$ cat src/rtl/fp_norm_sequencer.sv
// rtl/fp_norm_sequencer.sv - multi-cycle mantissa normalizer with bounded per-cycle left shift
module fp_norm_sequencer #(
  parameter int SizeMantissa = 23,
  parameter int SizeExponent = 8,
  parameter int StepShift    = 4
) (
  input  logic                              clk,
  input  logic                              rst_n,
  input  logic                              start_i,
  input  logic [SizeMantissa+1:0]           mantissa_i,
  input  logic [SizeExponent-1:0]           exponent_i,
  output logic                              busy_o,
  output logic                              done_o,
  output logic [SizeMantissa+1:0]           mantissa_o,
  output logic [SizeExponent-1:0]           exponent_o,
  output logic [$clog2(SizeMantissa+2):0]   shift_total_o,
  output logic                              zero_o,
  output logic                              underflow_o,
  output logic                              overflow_o
);

  localparam int MW = SizeMantissa + 2;
  localparam int SW = $clog2(SizeMantissa + 2) + 1;
  localparam int EW = SizeExponent;
  localparam int CW = (EW > SW) ? EW : SW;

  typedef enum logic [1:0] {IDLE, SHIFT, DONE} state_t;

  state_t          state;
  logic [SW-1:0]   lz;
  logic [SW-1:0]   step;
  logic [CW-1:0]   exp_m1;
  logic [EW:0]     exp_inc;
  logic            exp_sat;
  logic            found;

  // Leading-zero count from the hidden-bit position down to the first set bit
  always_comb begin
    lz    = SW'(SizeMantissa + 1);
    found = 1'b0;
    for (int i = 0; i <= SizeMantissa; i++) begin
      if (!found && mantissa_o[SizeMantissa - i]) begin
        lz    = SW'(i);
        found = 1'b1;
      end
    end
  end

  // Per-cycle shift distance: limited by the step size and by the exponent floor of 1
  always_comb begin
    exp_m1 = CW'(exponent_o) - CW'(1);
    step   = lz;
    if (step > SW'(StepShift)) begin
      step = SW'(StepShift);
    end
    if (exponent_o <= EW'(1)) begin
      step = '0;
    end else if (CW'(step) > exp_m1) begin
      step = SW'(exp_m1);
    end
  end

  // Exponent increment for the carry case, saturating at all ones
  always_comb begin
    exp_inc = {1'b0, exponent_i} + (EW+1)'(1);
    exp_sat = (exp_inc >= {1'b0, {EW{1'b1}}});
  end

  // Sequencer FSM; the working registers double as the held result outputs.
  // Every accepted load passes through one SHIFT evaluation: values that are
  // already normalized (including zero and the carry-adjusted case) settle
  // there with a zero step, which gives the uniform two-cycle minimum latency.
  always_ff @(posedge clk) begin
    if (!rst_n) begin
      state         <= IDLE;
      busy_o        <= 1'b0;
      done_o        <= 1'b0;
      mantissa_o    <= '0;
      exponent_o    <= '0;
      shift_total_o <= '0;
      zero_o        <= 1'b0;
      underflow_o   <= 1'b0;
      overflow_o    <= 1'b0;
    end else begin
      case (state)
        IDLE: begin
          done_o <= 1'b0;
          if (start_i) begin
            state         <= SHIFT;
            busy_o        <= 1'b1;
            shift_total_o <= '0;
            zero_o        <= 1'b0;
            underflow_o   <= 1'b0;
            overflow_o    <= 1'b0;
            if (mantissa_i == '0) begin
              mantissa_o <= '0;
              exponent_o <= '0;
              zero_o     <= 1'b1;
            end else if (mantissa_i[MW-1]) begin
              mantissa_o <= mantissa_i >> 1;
              if (exp_sat) begin
                exponent_o <= {EW{1'b1}};
                overflow_o <= 1'b1;
              end else begin
                exponent_o <= exp_inc[EW-1:0];
              end
            end else begin
              mantissa_o <= mantissa_i;
              exponent_o <= exponent_i;
            end
          end
        end
        SHIFT: begin
          if (step != '0) begin
            mantissa_o    <= mantissa_o << step;
            exponent_o    <= exponent_o - EW'(step);
            shift_total_o <= shift_total_o + step;
          end else begin
            state       <= DONE;
            done_o      <= 1'b1;
            underflow_o <= !mantissa_o[SizeMantissa] && (mantissa_o != '0);
          end
        end
        DONE: begin
          state  <= IDLE;
          done_o <= 1'b0;
          busy_o <= 1'b0;
        end
        default: begin
          state  <= IDLE;
          busy_o <= 1'b0;
          done_o <= 1'b0;
        end
      endcase
    end
  end

endmodule

$ cat config.mk
export PLATFORM = sky130hd
export DESIGN_NAME = fp_norm_sequencer
export DESIGN_NICKNAME = d
export VERILOG_FILES = /design/src/rtl/fp_norm_sequencer.sv
export SDC_FILE = /design/constraint.sdc
export NUM_CORES = 1
export LEC_CHECK = 0
export ABC_AREA = 1
export CAP_MARGIN = 25
export CORE_MARGIN = 4
export CORE_UTILIZATION = 40
export DETAILED_ROUTE_END_ITERATION = 10
export PLACE_DENSITY = 0.68
export SLEW_MARGIN = 20
export SYNTH_ARGS = -nofsm -noshare
export SYNTH_HDL_FRONTEND = slang
export SYNTH_SLANG_ARGS = --single-unit
export TNS_END_PERCENT = 30
$ cat constraint.sdc
create_clock -name clk -period 10.6 [get_ports clk]
set_input_delay 2.12 -clock clk [delete_from_list [all_inputs] [get_ports clk]]
set_output_delay 2.12 -clock clk [all_outputs]
set_load 0.02 [all_outputs]
### Word-level counts from Yosys, hierarchy flattened

Index checks and enable logic that the tools add are counted.

| operators by class | value |
|---|---|
| $add $sub $neg | 4 |
| magnitude comparators | 4 |
| equality and inequality tests | 4 |
| shifts and indexed selects | 1 |
| mux-type cells | 76 |
| bitwise operators | 1 |
| reduce and logical (&&, ||, !) cells | 59 |

Operators by type and width:

| cell | number |
|---|---|
| $mux W6 | 27 |
| $mux W25 | 2 |
| $pmux W25 S2 | 1 |
| $mux W24 | 2 |
| $mux W8 | 5 |
| $mux W1 | 30 |
| $logic_not A25 Y1 | 1 |
| $reduce_bool A25 Y1 | 1 |
| $shl A25 B6 Y25 | 1 |
| $logic_and A1 B1 Y1 | 24 |
| $logic_not A1 Y1 | 24 |
| $pmux W8 S2 | 1 |
| $pmux W6 S2 | 1 |
| $mux W5 | 2 |
| $add A8 B1 Y9 const B | 1 |
| $ge A9 B8 Y1 const B | 1 |
| $gt A6 B8 Y1 | 1 |
| $le A8 B1 Y1 const B | 1 |
| $reduce_and A2 Y1 | 4 |
| $sub A8 B1 Y8 const B | 1 |
| $sub A8 B6 Y8 | 1 |
| $add A6 B6 Y6 | 1 |
| $gt A6 B3 Y1 const B | 1 |
| $ne A2 B2 Y1 const B | 3 |
| 9 further kinds | 12 |

| word-level totals | value |
|---|---|
| register bits | 46 |
| bits of input ports | 36 |
| output and inout bits | 44 |
| word-level logic and storage cells | 158 |

### Longest topological paths before layout

Gate-level depths: netlist (run 1).

| depth | value |
|---|---|
| depth after elaboration | 78 |
| gate-level depth with buffers | 29 |
| depth with buffers taken out | 28 |

### Worst setup path before layout (run 1)

Ideal clock, no wire load.

| timing path | value |
|---|---|
| path type | reg-to-reg |
| start | register exponent_o[0] |
| end | register exponent_o[7] |
| setup time | 74 ps |
| data arrival time | 3,838 ps |
| required time | 10,526 ps |
| setup slack | 6,688 ps |
| stages on the path, launching flop included | 27 |
| path buffers | 1 |
| clock period less this slack | 3,912 ps |
| path through | dfxtp_1 -> inv_1 -> ha_1 -> xnor2_1 -> ha_1 -> nand2_1 -> inv_1 -> nand2_1 -> nand2_1 -> nand2_1 -> nand2_1 -> nand3_4 -> nand2_1 -> nand2_1 -> nor2_4 -> inv_2 -> clkbuf_1 -> ha_1 -> a21o_1 -> nor2_1 -> o21bai_1 -> a21oi_1 -> nor2_1 -> nor3_1 -> xor2_1 -> a22oi_1 -> o21ai_0 |

| between the ends | value |
|---|---|
| cells in the longest elaborated chain, start to end | 7 |
| elaborated cells between the ends (all ways) | 11 |
| those cells by class | add/sub: 2; order compare: 2; eq/ne: 1; mux: 4; reduce/logical: 2 |

RTL lines:

| element | RTL line | text |
|---|---|---|
| from (decl) | 15 | `output logic [SizeExponent-1:0] exponent_o,` |
| from (signal assigned) | 102 | `exponent_o <= {EW{1'b1}};` |
| from (signal assigned) | 105 | `exponent_o <= exp_inc[EW-1:0];` |
| from (signal assigned) | 109 | `exponent_o <= exponent_i;` |
| $sub A8 B1 Y8 | 51 | `exp_m1 = CW'(exponent_o) - CW'(1);` |
| $gt A6 B8 Y1 | 58 | `end else if (CW'(step) > exp_m1) begin` |
| $mux W6 | 58 |  |
| $mux W6 | 56 | `if (exponent_o <= EW'(1)) begin` |
| $sub A8 B6 Y8 / $reduce_bool A6 Y1 (equally long branches) | 116, 114 |  |
| $mux W8 / $ne A2 B2 Y1 (equally long branches) | - |  |
| $pmux W8 S2 / $reduce_and A3 Y1 (equally long branches) | - |  |

Parallel ways exist; a longest one is shown, timed or not. The select of a mux whose other input is x is not followed.
A chain may end at the register's enable or synchronous reset.

### Final worst setup path (run 1)

Same ends and word-level chain as after synthesis.

==> results.json, run 1 <==
{
  "die-width_um": 115,
  "die_y_um": 115,
  "fmax_mhz": 205,
  "design.portCount": 80,
  "grt_pass1_vias": 5096,
  "finClkSkew_ns": 0.00811,
  "timing.rr.start": "exponent_o[0]$_SDFFE_PN0P_",
  "synth.distinct_cells": 47,
  "period_minus_slack_ns": 4.88,
  "cts_num_sinks": 46,
  "ff2ff_path_depth": 25,
  "drive_gt1_share_pct": 4.95,
  "nets": 887,
  "overflow": 0,
  "cts-hold-fix-buffers": 0,
  "cts_buffer_depth": 2,
  "wire_per_inst_um": 17.3,
  "post-route-util_pct": 50.7,
  "crit_family": "simple AND/OR/NAND/NOR gates",
  "arrival_ns": 5.10,
  "ant_nets": 0,
  "via_per_inst": 5.62,
  "critical_path_required_ns": 10.82,
  "max_stage_delay_ns": 0.58,
  "ys.warnings.count": 0,
  "cts_tree": "done",
  "root_buffer": "clkbuf_16",
  "worst_setup_path_start_kind": "register",
  "synth-seq-area-share_pct": 20.1,
  "core_um2": 11000,
  "min_path_cells": 2,
  "dr_total_vias": 5444,
  "hp-start": "done_o$_SDFFE_PN0N_",
  "worst_pin_slew_ns": 1.05,
  "cts_made_buffers": 5,
  "cts_setup_buffers": 0,
  "holdWs_ns": 0.464,
  "hold_viol": 0,
  "drv_slew": 0,
  "cp_max_fo": 26,
  "dieArea_um2": 13200,
  "h-tree-depth": 2,
  "slowest_stage": "nor2_4",
  "dr.pass1.iters": 6,
  "drtIter0Drc": 501,
  "grt_max_degree": 35,
  "yosys.area.top_type": "dfxtp_1",
  "timing.max_cap.violations": 0,
  "rows": 38,
  "yosysTopAreaCellShare_pct": 20.1,
  "period_share_pct": 46.1,
  "multi_input_area_um2": 3160,
  "grt_usage_pct": 25.6,
  "reg2reg_to": "exponent_o[7]$_SDFFE_PN0P_",
  "placed_area_um2": 5410,
  "ys_seq_elements": 46,
  "clk_pin_slew_ns": 0.06,
  "grt_pass1_wl_um": 26800,
  "avgSynthCellArea_um2": 5.97,
  "rsz0062_at_grt": "no",
  "slew_headroom_pct": 29.9,
  "async_flop_share_pct": 0,
  "regArea_um2": 921,
  "end_kind": "register",
  "synthCells": 768,
  "path_buf_inv": 3,
  "min_path_type": "reg2reg",
  "routed_wl_um": 16800,
  "hold_path_end": "done_o$_SDFFE_PN0N_",
  "setup.worst_path.class": "reg2reg",
  "route.detailed.drc": 0,
  "setup_viol": 0,
  "ctsResizeCount": 0,
  "synth_edf_count": 0,
  "synth.top_cells.by_area": "dfxtp_1 (20%), nand2_1 (18%), nand3_1 (12%)",
  "rrSetupSlack_ns": 5.72,
  "worstSetupStartpoint": "exponent_o[0]$_SDFFE_PN0P_",
  "netlist_area_um2": 4580,
  "final_area_um2": 5590,
  "dp.final_hpwl_um": 13000,
  "start_util_pct": 41.5,
  "n_antenna_cell": 0,
  "antenna_found_initial": 0,
  "outcome": "complete, no violations",
  "area_delta_synth_final_pct": 22.0,
  "gp_congestion": 0.968,
  "cpMostUsedCell": "nand2_1",
  "dominantRegCellSynth": "dfxtp_1",
  "insertion_delay_ns": 0.30,
  "numPortBuffers": 79,
  "fin_setup_tns_ns": 0,
  "nFillCells": 1177
}
[cell usage in the layout, fill, tap and decap left out, types with 4 or more instances in the layout]
| cell | instances |
|---|---|
| nor3_1 | 4 |
| nand3_1 | 108 |
| a211oi_1 | 4 |
| inv_2 | 4 |
| nor2_1 | 46 |
| o22ai_1 | 4 |
| nor4_1 | 9 |
| clkbuf_16 | 5 |
| xor2_1 | 11 |
| o21ai_1 | 11 |
| ha_1 | 20 |
| o211ai_1 | 9 |
| dfxtp_1 | 46 |
| inv_1 | 86 |
| clkdlybuf4s50_1 | 79 |
| o21ai_0 | 42 |
| a21oi_1 | 41 |
| a31oi_1 | 11 |
| nand2_1 | 218 |
| nand2_2 | 4 |
| nor2_2 | 7 |
| nand4_1 | 13 |
[flip-flops by register name, indices dropped and copies added (netlist names)]
signal,count
shift_total_o,6
zero_o,1
state,2
underflow_o,1
exponent_o,8
mantissa_o,25
done_o,1
overflow_o,1
busy_o,1
[tightest hold or removal path, delay by kind of cell, from the launching register on]
family / cells / cell delay (ns)
DFF: 1 / 0.32
buffers and inverters: 1 / 0.05
AOI/OAI and AO/OA: 1 / 0.05
[per-layer routing]
layer / GRT usage (%) / up-vias / routed length, µm
met5: 0 / - / 0
met4: 6.34 / 0 / 252
met3: 5.53 / 19 / 1550
met2: 39.0 / 253 / 7190
met1: 36.7 / 2485 / 7760
li1: - / 2687 / -
[cell type report]
class	instances	area share, %
Multi-Input combinational cell	603	56.6
Inverter	91	6.14
Timing Repair Buffer	82	14.6
Sequential cell	46	16.5
Clock buffer	6	2.49
Tap cell	140	3.13
Clock inverter	1	0.537
[synth_stat cells, drive strengths merged, types with 3 or more instances]
master and n:
nor3 4, nand2 224, nor2 57, or2 3, buf 17, a31oi 11
o221ai 3, nand3 111, o21ai 53, nor4 9, o211ai 9, a211oi 4
nand4 13, inv 90, and2 3, xor2 11, ha 20, a21oi 43
o22ai 4, dfxtp 46, a22o 3, clkbuf 12
[how the worst max path moves through the flow]
stage	slack [ns]	endpoint	cells past startpoint
floorplan	6.69	exponent_o[7]$_SDFFE_PN0P_	26
global placement	5.57	exponent_o[0]$_SDFFE_PN0P_	8
detailed placement	5.50	exponent_o[0]$_SDFFE_PN0P_	8
CTS	5.79	exponent_o[7]$_SDFFE_PN0P_	25
global route	5.34	exponent_o[7]$_SDFFE_PN0P_	25
finish	5.72	exponent_o[7]$_SDFFE_PN0P_	25
[stage by stage]
step	std cells	worst slack [ns]
CTS	968	5.79
detailed placement	961	5.50
global route	969	5.34
global placement	961	5.57
finish	969	5.72
floorplan	769	6.69
[cells by family (layout without fill, tap and decap cells)]
group                      after synthesis  count (layout)  share of synthesized area, %
and+or+nand+nor                        425             425                          42.0
AOI/OAI and AO/OA                      140             140                          18.0
xor gates and xnor gates                13              13                          2.48
adders and majority gates               22              22                          6.34
buffers and inverters                  120             180                          11.0
other                                    2               3                         0.164
DFF                                     46              46                          20.1
Power of run 1 is left out: the tool's default activity adds up to more than one toggle a clock period on the data nets, which glitch-free logic cannot reach.
==> run 2: changes to the inputs <==
==> constraint.sdc (replaced) <==
create_clock -name clk -period 4.5 [get_ports clk]
set_input_delay 0.9 -clock clk [delete_from_list [all_inputs] [get_ports clk]]
set_output_delay 0.9 -clock clk [all_outputs]
set_load 0.02 [all_outputs]
==> results.json, run 2 (synthesis results as in run 1) <==
{
  "largest_register_ff_count": 25,
  "fin_setup_tns_ns": 0,
  "dp.cells": 972,
  "n_antenna_cell": 0,
  "clk_pin_slew_ns": 0.07,
  "mostFrequentLayoutCells": "nand2_1 (218), nand3_1 (108), inv_1 (85)",
  "die-width_um": 115,
  "core_um2": 11000,
  "regArea_um2": 921,
  "period_share_pct": 90.3,
  "overflow": 0,
  "timing.max_cap.violations": 0,
  "finClkSkew_ns": 0.00745,
  "nFillCells": 1144,
  "cp_max_fo": 7,
  "setup_viol": 0,
  "drive_gt1_share_pct": 6.42,
  "ctsResizeCount": 0,
  "grt_pass1_wl_um": 26900,
  "setup.worst_path.class": "reg2reg",
  "insertion_delay_ns": 0.30,
  "drv_slew": 0,
  "grt_max_degree": 33,
  "area_delta_synth_final_pct": 23.8,
  "via_per_inst": 5.60,
  "cts_tree": "done",
  "final_common_cell": "nand2_1",
  "period_minus_slack_ns": 4.06,
  "slew_headroom_pct": 38.2,
  "multi_input_area_um2": 3160,
  "nets": 898,
  "rows": 38,
  "start_util_pct": 41.5,
  "arrival_ns": 4.28,
  "dr.pass1.iters": 5,
  "cts-hold-fix-buffers": 0,
  "root_buffer": "clkbuf_16",
  "antenna_found_initial": 0,
  "route.detailed.drc": 0,
  "routed_wl_um": 16900,
  "biggestRegsByFlops": "mantissa_o (25), exponent_o (8), shift_total_o (6)",
  "dr_total_vias": 5492,
  "outcome": "complete, no violations",
  "ant_nets": 0,
  "min_path_type": "reg2reg",
  "drtIter0Drc": 515,
  "grt_usage_pct": 25.8,
  "worst_setup_path_start_kind": "register",
  "dieArea_um2": 13200,
  "fin_cells": 981,
  "numPortBuffers": 79,
  "cts_num_sinks": 46,
  "die_y_um": 115,
  "h-tree-depth": 2,
  "cts_setup_buffers": 0,
  "top_register": "mantissa_o",
  "fmax_mhz": 246,
  "gp_congestion": 0.937,
  "cts_buffer_depth": 2,
  "wire_per_inst_um": 17.2,
  "worst_pin_slew_ns": 0.923,
  "cts_made_buffers": 5,
  "dp.final_hpwl_um": 13300,
  "design.portCount": 80,
  "end_kind": "register",
  "critical_path_required_ns": 4.72,
  "grt_pass1_vias": 5052,
  "rsz0062_at_grt": "no",
  "hold_viol": 0
}
==> run 2: cell types whose count changed in the layout (fill, tap and decap cells not counted) <==
cell and delta:
buf_6 -1, buf_4 +11, clkinv_2 +1, inv_6 +1, inv_2 +1, buf_8 +1
clkbuf_8 -1, inv_1 -1
==> run 2: worst max-delay path: stages, from the launching register on <==
cell and delay, ns:
dfxtp_1 0.48, nor2_1 0.13, nand2_1 0.09, xor2_1 0.38, ha_1 0.24, nand2_1 0.07, inv_1 0.05, nand2_1 0.05
nand2_1 0.06, nand2_1 0.05, nand2_1 0.16, nand3_4 0.15, nand2_1 0.08, nand2_1 0.08, nor2_4 0.23, inv_2 0.06
ha_1 0.33, a21o_1 0.19, nor2_1 0.12, o21bai_1 0.08, a21oi_1 0.16, nor2_1 0.07, nor3_1 0.18, xor2_1 0.18
a22oi_1 0.09, o21ai_0 0.22
==> run 2: cell type report <==
class                   instances  share of cell area (%)
clock buffers                   5                    2.21
clock inverters                 3                   0.772
inverters                      91                    6.04
multi-input cells             603                    55.7
flip-flops and latches         46                    16.2
well taps                     140                    3.09
repair buffers                 93                    15.9
==> run 2: metrics by stage <==
stage	area, µm²	hold slack [ns]	utilization (%)	setup WS (ns)
after detailed placement	5490	0.459	49.8	0.481
after global routing	5670	0.510	51.4	0.0534
after floorplan	4590	0.505	-	0.588
after global placement	5490	0.456	49.8	0.694
after CTS	5660	0.472	51.3	0.422
final	5670	0.472	51.4	0.437
==> run 2: path summary, 6_finish.rpt <==
| kind | start | end | slack [ns] | cells after the start |
|---|---|---|---|---|
| setup reg to reg | exponent_o[2]$_SDFFE_PN0P_ | exponent_o[7]$_SDFFE_PN0P_ | 0.44 | 25 |
| setup / recovery | exponent_o[2]$_SDFFE_PN0P_ | exponent_o[7]$_SDFFE_PN0P_ | 0.44 | 25 |
| hold reg to reg | done_o$_SDFFE_PN0N_ | done_o$_SDFFE_PN0N_ | 0.47 | 2 |
| hold / removal | done_o$_SDFFE_PN0N_ | done_o$_SDFFE_PN0N_ | 0.47 | 2 |
==> run 2: per-layer routing <==
layer | wire length [µm] | up-vias | part of all wire (%) | track usage [%]
met2 | 7490 | 242 | 44 | 40.8
li1 | - | 2708 | - | -
met1 | 7660 | 2524 | 45 | 37.1
met3 | 1480 | 18 | 8.8 | 3.79
met5 | 0 | - | 0 | 0
met4 | 269 | 0 | 1.6 | 6.03
Power of run 2 is left out for the same reason.
==> run 3: changes to the inputs <==
--- a/config.mk
+++ b/config.mk
@@ -10,7 +10,7 @@
 export CORE_MARGIN = 4
 export CORE_UTILIZATION = 40
 export DETAILED_ROUTE_END_ITERATION = 10
-export PLACE_DENSITY = 0.68
+export PLACE_DENSITY = 0.7
 export SLEW_MARGIN = 20
 export SYNTH_ARGS = -nofsm -noshare
 export SYNTH_HDL_FRONTEND = slang
==> results.json, run 3 (synthesis results as in run 1) <==
{
  "slowest_stage": "dfxtp_1",
  "h-tree-depth": 2,
  "cts-hold-fix-buffers": 0,
  "top_register": "mantissa_o",
  "cts_setup_buffers": 0,
  "dr.pass1.iters": 5,
  "via_per_inst": 5.50,
  "slew_headroom_pct": 61.0,
  "post-route-util_pct": 51.5,
  "cp_max_fo": 8,
  "design.portCount": 80,
  "cts_num_sinks": 46,
  "min_path_type": "reg2reg",
  "insertion_delay_ns": 0.30,
  "routed_wl_um": 15900,
  "route.detailed.drc": 0,
  "area_delta_synth_final_pct": 24.1,
  "fmax_mhz": 250,
  "cpMostUsedCell": "nand2_1",
  "max_stage_delay_ns": 0.34,
  "worst_setup_path_start_kind": "register",
  "hold_viol": 0,
  "placed_area_um2": 5510,
  "end_kind": "register",
  "final_common_cell": "nand2_1",
  "biggestRegsByFlops": "mantissa_o (25), exponent_o (8), shift_total_o (6)",
  "antenna_found_initial": 0,
  "grt_pass1_wl_um": 25300,
  "die_y_um": 115,
  "setup.worst_path.class": "reg2reg",
  "numPortBuffers": 79,
  "dieArea_um2": 13200,
  "arrival_ns": 4.23,
  "ant_nets": 0,
  "overflow": 0,
  "rows": 38,
  "gp_congestion": 0.989,
  "cts_tree": "done",
  "fin_setup_tns_ns": 0,
  "critical_path_required_ns": 4.73,
  "core_um2": 11000,
  "drtIter0Drc": 526,
  "largest_register_ff_count": 25,
  "die-width_um": 115,
  "n_antenna_cell": 0,
  "root_buffer": "clkbuf_16",
  "rsz0062_at_grt": "no",
  "crit_family": "simple AND/OR/NAND/NOR gates",
  "grt_pass1_vias": 4865,
  "ctsResizeCount": 0,
  "setup_viol": 0,
  "final_area_um2": 5690,
  "mostFrequentLayoutCells": "nand2_1 (218), nand3_1 (108), inv_1 (86)",
  "cts_made_buffers": 5,
  "grt_max_degree": 33,
  "holdWs_ns": 0.456,
  "start_util_pct": 41.5,
  "drv_slew": 0,
  "nets": 900,
  "grt_usage_pct": 23.7,
  "clk_pin_slew_ns": 0.08,
  "path_buf_inv": 3,
  "worst_pin_slew_ns": 0.579,
  "outcome": "complete, no violations",
  "timing.max_cap.violations": 0,
  "drive_gt1_share_pct": 6.52,
  "finClkSkew_ns": 0.00647,
  "period_share_pct": 88.7,
  "wire_per_inst_um": 16.2,
  "dr_total_vias": 5409,
  "cts_buffer_depth": 2,
  "period_minus_slack_ns": 3.99,
  "dp.final_hpwl_um": 12400
}
[run 3: changes by cell type in the layout (fill, tap and decap cells not counted)]
cell / delta
bufinv_16: -1
buf_8: -1
clkinvlp_4: +1
clkinv_2: -1
inv_1: +1
inv_2: -1
buf_16: +1
buf_4: +2
inv_8: +1
[run 3: path summary, 6_finish.rpt]
path,to,from,slack [ns],cells past startpoint
setup / recovery,exponent_o[7]$_SDFFE_PN0P_,exponent_o[0]$_SDFFE_PN0P_,0.51,25
hold / removal,done_o$_SDFFE_PN0N_,done_o$_SDFFE_PN0N_,0.46,2
setup reg to reg,exponent_o[7]$_SDFFE_PN0P_,exponent_o[0]$_SDFFE_PN0P_,0.51,25
hold reg to reg,done_o$_SDFFE_PN0N_,done_o$_SDFFE_PN0N_,0.46,2
[run 3: final cells by class]
cell class	count	area (µm²)
multi-input combinational	603	3160
clock buffer	5	125
sequential	46	921
timing repair buffer	95	931
clock inverter	3	27.5
tap	140	175
fill	1150	5350
inverter	91	343
[run 3: metrics by stage]
stage,cells,worst slack [ns]
finish,983,0.508
global route,983,0.0263
CTS,982,0.567
detailed placement,974,0.580
global placement,974,0.699
floorplan,769,0.588
[run 3: metal layers]
metal  GRT usage, %  up-vias  part of all wire [%]
met4           5.32        0                   1.9
met2           35.1      269                    42
met5              0        -                     0
met1           34.9     2388                    46
li1               -     2723                     -
met3           5.16       29                    11
[run 3: worst min-delay path: stages (launching register included)]
cell and delay [ns]:
dfxtp_1 0.31, inv_1 0.05, a21oi_1 0.06
Power of run 3 is left out for the same reason.
